**config.mk**
```make
export PLATFORM = sky130hd
export DESIGN_NAME = si_alu_pipe
export DESIGN_NICKNAME = d
export VERILOG_FILES = /design/src/rtl/si_alu_pkg.sv /design/src/rtl/si_rot.sv /design/src/rtl/si_alu_pipe.sv
export SDC_FILE = /design/constraint.sdc
export NUM_CORES = 1
export LEC_CHECK = 0
export CAP_MARGIN = 20
export CORE_MARGIN = 2
export CORE_UTILIZATION = 46
export DETAILED_ROUTE_END_ITERATION = 7
export PLACE_DENSITY = 0.77
export SYNTH_ARGS = -nofsm -noshare
export SYNTH_HDL_FRONTEND = slang
export SYNTH_HIERARCHICAL = 1
export SYNTH_SLANG_ARGS = --single-unit
```
**constraint.sdc**
```tcl
create_clock -name CLK -period 5.4 [get_ports CLK]
set_input_delay 1.62 -clock CLK [delete_from_list [all_inputs] [get_ports CLK]]
set_output_delay 1.62 -clock CLK [all_outputs]
set_load 0.005 [all_outputs]
```
**src/rtl/si_alu_pkg.sv**
```systemverilog
// Opcode constants and legality decode shared by si_alu_pipe and its bench.
// Opcodes 9 and 10 are legal only when SI_ALU_PIPE_EXT_OPS_EN is defined.
package si_alu_pkg;

    localparam logic [3:0] OP_XOR_ROTL = 4'd5;
    localparam logic [3:0] OP_ROTR_XOR = 4'd6;
    localparam logic [3:0] OP_ROTL_ADD = 4'd7;
    localparam logic [3:0] OP_SUB_ROTR = 4'd8;
    localparam logic [3:0] OP_ADD_ROTL = 4'd9;
    localparam logic [3:0] OP_ROTR_SUB = 4'd10;

    function automatic logic op_is_legal(input logic [3:0] op);
        logic legal;
        case (op)
            OP_XOR_ROTL, OP_ROTR_XOR, OP_ROTL_ADD, OP_SUB_ROTR: legal = 1'b1;
`ifdef SI_ALU_PIPE_EXT_OPS_EN
            OP_ADD_ROTL, OP_ROTR_SUB: legal = 1'b1;
`endif
            default: legal = 1'b0;
        endcase
        return legal;
    endfunction

endpackage

```
**src/rtl/si_rot.sv**
```systemverilog
// Combinational rotator: each output bit gathers from (bit -/+ amount) mod WIDTH.
// WIDTH must be a power of two so the index wraps by plain truncation.
module si_rot #(
    parameter int WIDTH = 32,
    parameter int ROT_W = $clog2(WIDTH)
) (
    input  logic [WIDTH-1:0] i_data,
    input  logic [ROT_W-1:0] i_amt,
    input  logic             i_left,
    output logic [WIDTH-1:0] o_data
);

    genvar gi;
    generate
        for (gi = 0; gi < WIDTH; gi++) begin : g_bit
            logic [ROT_W-1:0] w_src;
            assign w_src       = i_left ? (ROT_W'(gi) - i_amt) : (ROT_W'(gi) + i_amt);
            assign o_data[gi]  = i_data[w_src];
        end
    endgenerate

endmodule

```
**src/rtl/si_alu_pipe.sv**
```systemverilog
// Two-stage rotate/arith ALU with valid/ready flow control on both sides.
// Define SI_ALU_PIPE_EXT_OPS_EN to enable opcodes 9 (rotl of sum) and 10 (rotr minus RT).
module si_alu_pipe
    import si_alu_pkg::*;
#(
    parameter int WIDTH = 32,
    parameter int ROT_W = $clog2(WIDTH)
) (
    input  logic             CLK,
    input  logic             RST_N,
    input  logic             IN_VALID,
    output logic             IN_READY,
    input  logic [WIDTH-1:0] RS,
    input  logic [WIDTH-1:0] RT,
    input  logic [ROT_W-1:0] ROT_AM,
    input  logic [3:0]       ALU_CNTRL,
    output logic             OUT_VALID,
    input  logic             OUT_READY,
    output logic [WIDTH-1:0] VAL,
    output logic             ILLEGAL
);

    logic             r_s1_valid;
    logic [3:0]       r_s1_op;
    logic [WIDTH-1:0] r_s1_data;
    logic [WIDTH-1:0] r_s1_rt;
    logic [ROT_W-1:0] r_s1_amt;
    logic             r_s2_valid;
    logic [WIDTH-1:0] r_val;
    logic             r_illegal;

    logic             w_s2_adv;
    logic [WIDTH-1:0] w_rot1;
    logic [WIDTH-1:0] w_rot2;
    logic [WIDTH-1:0] w_s1_data;
    logic [WIDTH-1:0] w_s2_data;

    // Stage 1 moves whenever stage 2 is empty or its result leaves this cycle.
    assign w_s2_adv  = !r_s2_valid || OUT_READY;
    assign IN_READY  = !r_s1_valid || w_s2_adv;
    assign OUT_VALID = r_s2_valid;
    assign VAL       = r_val;
    assign ILLEGAL   = r_illegal;

    si_rot #(.WIDTH(WIDTH), .ROT_W(ROT_W)) u_rot1 (
        .i_data (RS),
        .i_amt  (ROT_AM),
        .i_left (ALU_CNTRL == OP_ROTL_ADD),
        .o_data (w_rot1)
    );

    si_rot #(.WIDTH(WIDTH), .ROT_W(ROT_W)) u_rot2 (
        .i_data (r_s1_data),
        .i_amt  (r_s1_amt),
        .i_left (r_s1_op != OP_SUB_ROTR),
        .o_data (w_rot2)
    );

    always_comb begin
        w_s1_data = '0;
        case (ALU_CNTRL)
            OP_XOR_ROTL:              w_s1_data = RS ^ RT;
            OP_ROTR_XOR, OP_ROTL_ADD: w_s1_data = w_rot1;
            OP_SUB_ROTR:              w_s1_data = RS - RT;
`ifdef SI_ALU_PIPE_EXT_OPS_EN
            OP_ADD_ROTL:              w_s1_data = RS + RT;
            OP_ROTR_SUB:              w_s1_data = w_rot1;
`endif
            default:                  w_s1_data = '0;
        endcase
    end

    // Unsupported opcodes fall through to zero so VAL is 0 whenever ILLEGAL is set.
    always_comb begin
        w_s2_data = '0;
        case (r_s1_op)
            OP_XOR_ROTL, OP_SUB_ROTR: w_s2_data = w_rot2;
            OP_ROTR_XOR:              w_s2_data = r_s1_data ^ r_s1_rt;
            OP_ROTL_ADD:              w_s2_data = r_s1_data + r_s1_rt;
`ifdef SI_ALU_PIPE_EXT_OPS_EN
            OP_ADD_ROTL:              w_s2_data = w_rot2;
            OP_ROTR_SUB:              w_s2_data = r_s1_data - r_s1_rt;
`endif
            default:                  w_s2_data = '0;
        endcase
    end

    always_ff @(posedge CLK or negedge RST_N) begin
        if (!RST_N) begin
            r_s1_valid <= 1'b0;
            r_s1_op    <= '0;
            r_s1_data  <= '0;
            r_s1_rt    <= '0;
            r_s1_amt   <= '0;
        end else if (IN_READY) begin
            r_s1_valid <= IN_VALID;
            if (IN_VALID) begin
                r_s1_op   <= ALU_CNTRL;
                r_s1_data <= w_s1_data;
                r_s1_rt   <= RT;
                r_s1_amt  <= ROT_AM;
            end
        end
    end

    always_ff @(posedge CLK or negedge RST_N) begin
        if (!RST_N) begin
            r_s2_valid <= 1'b0;
            r_val      <= '0;
            r_illegal  <= 1'b0;
        end else if (w_s2_adv) begin
            r_s2_valid <= r_s1_valid;
            if (r_s1_valid) begin
                r_val     <= w_s2_data;
                r_illegal <= !op_is_legal(r_s1_op);
            end
        end
    end

endmodule

```
==> run_summary.xml <==
<?xml version="1.0" encoding="UTF-8"?>
<metrics>
  <group name="worst_setup_path">
    <metric name="critPathMaxFanout" unit="">30</metric>
    <metric name="worstSetupStartpointType" unit="">input pin</metric>
    <metric name="end_kind" unit="">flop</metric>
    <metric name="critPathRequiredTime" unit="ns">5.67</metric>
    <metric name="critical_register_to_register_path_startpoint" unit="">r_s1_amt[2]</metric>
    <metric name="worst_setup_path_startpoint" unit="">ALU_CNTRL[1]</metric>
    <metric name="path_class" unit="">input pin to flop</metric>
    <metric name="crit_arrival" unit="ns">5.40</metric>
  </group>
  <group name="clocking">
    <metric name="post_cts.repair.setup_buffers" unit="">0</metric>
    <metric name="resize_count_post_cts" unit="">0</metric>
    <metric name="cts-root-buf" unit="">sky130_fd_sc_hd__clkbuf_16</metric>
    <metric name="cts_tree" unit="">done</metric>
    <metric name="clock_insertion_delay_worst_skew" unit="ns">0.38</metric>
    <metric name="clock-sinks" unit="">108</metric>
    <metric name="hold_buffers" unit="">0</metric>
    <metric name="ctsLongestPathBuffers" unit="">2</metric>
    <metric name="cts.htree.levels" unit="">3</metric>
    <metric name="clk_pin_slew" unit="ns">0.10</metric>
    <metric name="cts_inserted_buffers" unit="">9</metric>
  </group>
  <group name="drt">
    <metric name="drt_first_iter_violations" unit="">1308</metric>
    <metric name="drt-total-wl" unit="mm">47.8</metric>
    <metric name="routed_len_inst" unit="um">21.2</metric>
    <metric name="detailroute.via_count" unit="">14170</metric>
    <metric name="drc" unit="">0</metric>
    <metric name="drtAntennaViolNets" unit="">0</metric>
    <metric name="detail_route.first_pass.iterations" unit="">6</metric>
    <metric name="routed_via_density" unit="">6.28</metric>
  </group>
  <group name="finish">
    <metric name="final_net_count" unit="">2032</metric>
    <metric name="design_area_final" unit="um2">16100</metric>
    <metric name="drive_above_1_share" unit="">0.0940</metric>
    <metric name="area.growth.synth_to_final" unit="%">12.7</metric>
    <metric name="n_antenna_cell" unit="">0</metric>
  </group>
  <group name="synthesis">
    <metric name="post_synth_most_frequent_cells" unit="">sky130_fd_sc_hd__nand2_1 (233), sky130_fd_sc_hd__mux2i_1 (210), sky130_fd_sc_hd__a21oi_1 (161)</metric>
    <metric name="synth_enable_flop_cells" unit="">0</metric>
    <metric name="synth.lib_cells_used.distinct" unit="">90</metric>
    <metric name="cell_with_the_most_instances_after_synthesis" unit="">sky130_fd_sc_hd__nand2_1</metric>
    <metric name="postSynthAreaPerCell" unit="um2">8.00</metric>
    <metric name="post_synth_inst_count" unit="">1783</metric>
    <metric name="yosys_register_bits" unit="">108</metric>
    <metric name="synthesis.nets" unit="">1959</metric>
    <metric name="synth_top_cells_by_area" unit="">sky130_fd_sc_hd__dfrtp_1 (19%), sky130_fd_sc_hd__mux2i_1 (15%), sky130_fd_sc_hd__ha_1 (8.5%)</metric>
    <metric name="yosys_warnings" unit="">6</metric>
    <metric name="netlist.area_leader.share" unit="">0.189</metric>
    <metric name="dominantRegCellSynth" unit="">sky130_fd_sc_hd__dfrtp_1</metric>
    <metric name="synth_largest_area_cell" unit="">sky130_fd_sc_hd__dfrtp_1</metric>
    <metric name="synth.cell_area" unit="um2">14300</metric>
    <metric name="synth_sequential_area_ratio" unit="">0.189</metric>
    <metric name="async_set_or_reset_register_ratio_after_synthesis" unit="">1.00</metric>
  </group>
  <group name="grt">
    <metric name="grt_ovf" unit="">0</metric>
    <metric name="pin_count_of_the_biggest_net_entering_global_routing" unit="">99</metric>
    <metric name="global_route.usage.total" unit="">0.286</metric>
    <metric name="initial_antenna_violation_count" unit="">0</metric>
    <metric name="grt_pass1_wl" unit="mm">74.4</metric>
    <metric name="grt_pass1_vias" unit="">13184</metric>
  </group>
  <group name="floorplanning">
    <metric name="core_region_area" unit="um2">30600</metric>
    <metric name="placementRows" unit="">64</metric>
    <metric name="floorplan.initialDensity" unit="">0.466</metric>
    <metric name="die-area" unit="um2">32400</metric>
    <metric name="fp.dieH" unit="um">180</metric>
    <metric name="num_io_pins" unit="">112</metric>
    <metric name="die_width" unit="um">180</metric>
  </group>
  <group name="timing">
    <metric name="rsz0062_at_grt" unit="">no</metric>
    <metric name="layout_setup_ws" unit="ns">0.277</metric>
    <metric name="final.setup.tns" unit="ns">0</metric>
    <metric name="setup_viol_count_final" unit="">0</metric>
    <metric name="worst_pin_slew" unit="ns">1.04</metric>
    <metric name="final.setup_skew" unit="ns">0.0241</metric>
    <metric name="timing_hold_violations_final" unit="">0</metric>
    <metric name="max_freq" unit="MHz">195</metric>
    <metric name="slew_headroom" unit="">0.287</metric>
    <metric name="finalMaxSlewViolations" unit="">0</metric>
    <metric name="final.period_utilization" unit="">0.949</metric>
    <metric name="period_minus_slack" unit="ns">5.12</metric>
  </group>
  <group name="place">
    <metric name="place_congestion" unit="">0.984</metric>
    <metric name="placement.cell_area" unit="um2">15700</metric>
    <metric name="place_ws" unit="ns">-0.0392</metric>
    <metric name="place.port_buffers" unit="">111</metric>
    <metric name="detailed_place_hpwl" unit="mm">38.0</metric>
  </group>
  <group name="power_and_ir_drop">
    <metric name="vdd.ir_drop.worst" unit="mV">0.157</metric>
    <metric name="leakage" unit="nW">7.30</metric>
    <metric name="p_per_area" unit="nW/um2">289</metric>
  </group>
  <group name="worst_hold_path">
    <metric name="worst_hold_startpoint" unit="">ILLEGAL</metric>
    <metric name="hp-class" unit="">flop to flop</metric>
  </group>
  <group name="run_status">
    <metric name="status" unit="">completed</metric>
  </group>
  <group name="run">
    <metric name="cap_viol_max_count" unit="">0</metric>
  </group>
</metrics>
==> stage by stage <==
step	total power, mW	cells	hold slack [ns]	utilization
after floorplan	2.99	1783	0.440	-
after global placement	3.76	2240	0.467	0.514
after detailed placement	3.82	2241	0.472	0.515
after CTS	4.57	2257	0.488	0.526
after global routing	4.90	2257	0.503	0.526
final	4.64	2257	0.481	0.526
==> final cells by class <==
| cell class | count | area [um2] |
|---|---|---|
| Multi-Input combinational cell | 1517 | 10900 |
| Clock buffer | 9 | 225 |
| Tap cell | 396 | 495 |
| Sequential cell | 108 | 2700 |
| Clock inverter | 7 | 105 |
| Fill cell | 2906 | 14500 |
| Timing Repair Buffer | 153 | 1430 |
| Inverter | 67 | 251 |
==> power by group <==
part	internal [mW]	switching (mW)
logic	1.19	1.63
registers	0.937	0.137
clock network	0.377	0.375
==> registers in the layout, summed over array words and instances (netlist names) <==
signal	cells
r_s1_amt	5
ILLEGAL	1
VAL	32
OUT_VALID	1
r_s1_op	4
r_s1_rt	32
r_s1_valid	1
r_s1_data	32
==> metal layers <==
layer	GRT usage	vias up	share of wire
met3	0.0311	124	0.074
met1	0.385	6667	0.42
met2	0.470	698	0.46
li1	-	6681	-
met4	0.117	0	0.045
met5	0	-	0
==> worst paths after layout <==
kind | slack, ns | end | cells past startpoint
min in group asynchronous | 1.36 | VAL[5] | 1
max in group asynchronous | 3.00 | VAL[31] | 2
min reg2reg | 0.48 | ILLEGAL | 2
min | 0.48 | ILLEGAL | 2
max reg2reg | 1.43 | VAL[29] | 8
max | 0.28 | r_s1_data[27] | 15
==> worst max-delay path: stages <==
cell                              delay [ns]
sky130_fd_sc_hd__clkdlybuf4s50_1        0.48
sky130_fd_sc_hd__and3b_1                0.20
sky130_fd_sc_hd__and2_1                 0.46
sky130_fd_sc_hd__buf_4                  0.40
sky130_fd_sc_hd__nor2_4                 0.10
sky130_fd_sc_hd__xnor2_4                0.57
sky130_fd_sc_hd__mux2i_1                0.17
sky130_fd_sc_hd__mux2_2                 0.32
sky130_fd_sc_hd__mux2i_1                0.20
sky130_fd_sc_hd__mux2i_1                0.15
sky130_fd_sc_hd__nand2_1                0.09
sky130_fd_sc_hd__nand2_1                0.06
sky130_fd_sc_hd__or3_1                  0.33
sky130_fd_sc_hd__mux2i_1                0.14
sky130_fd_sc_hd__o21ai_1                0.07
==> cells by family after synthesis <==
logic type,synth area share
compound gates,0.231
xor+xnor,0.0551
fa+ha+maj,0.0879
buf+inv,0.0518
flops,0.189
mux,0.216
simple gates,0.168
==> cell usage in the layout (no fill, tap or decap), types with 44 or more instances in the layout <==
cell type	n
sky130_fd_sc_hd__mux2i_1	210
sky130_fd_sc_hd__nand2_1	232
sky130_fd_sc_hd__dfrtp_1	108
sky130_fd_sc_hd__clkdlybuf4s50_1	109
sky130_fd_sc_hd__nor2_1	107
sky130_fd_sc_hd__xnor2_1	51
sky130_fd_sc_hd__ha_1	97
sky130_fd_sc_hd__inv_1	62
sky130_fd_sc_hd__o21ai_0	152
sky130_fd_sc_hd__mux2_2	48
sky130_fd_sc_hd__a21oi_1	160
sky130_fd_sc_hd__nand3_1	44
(Power assumes the default switching activity.)
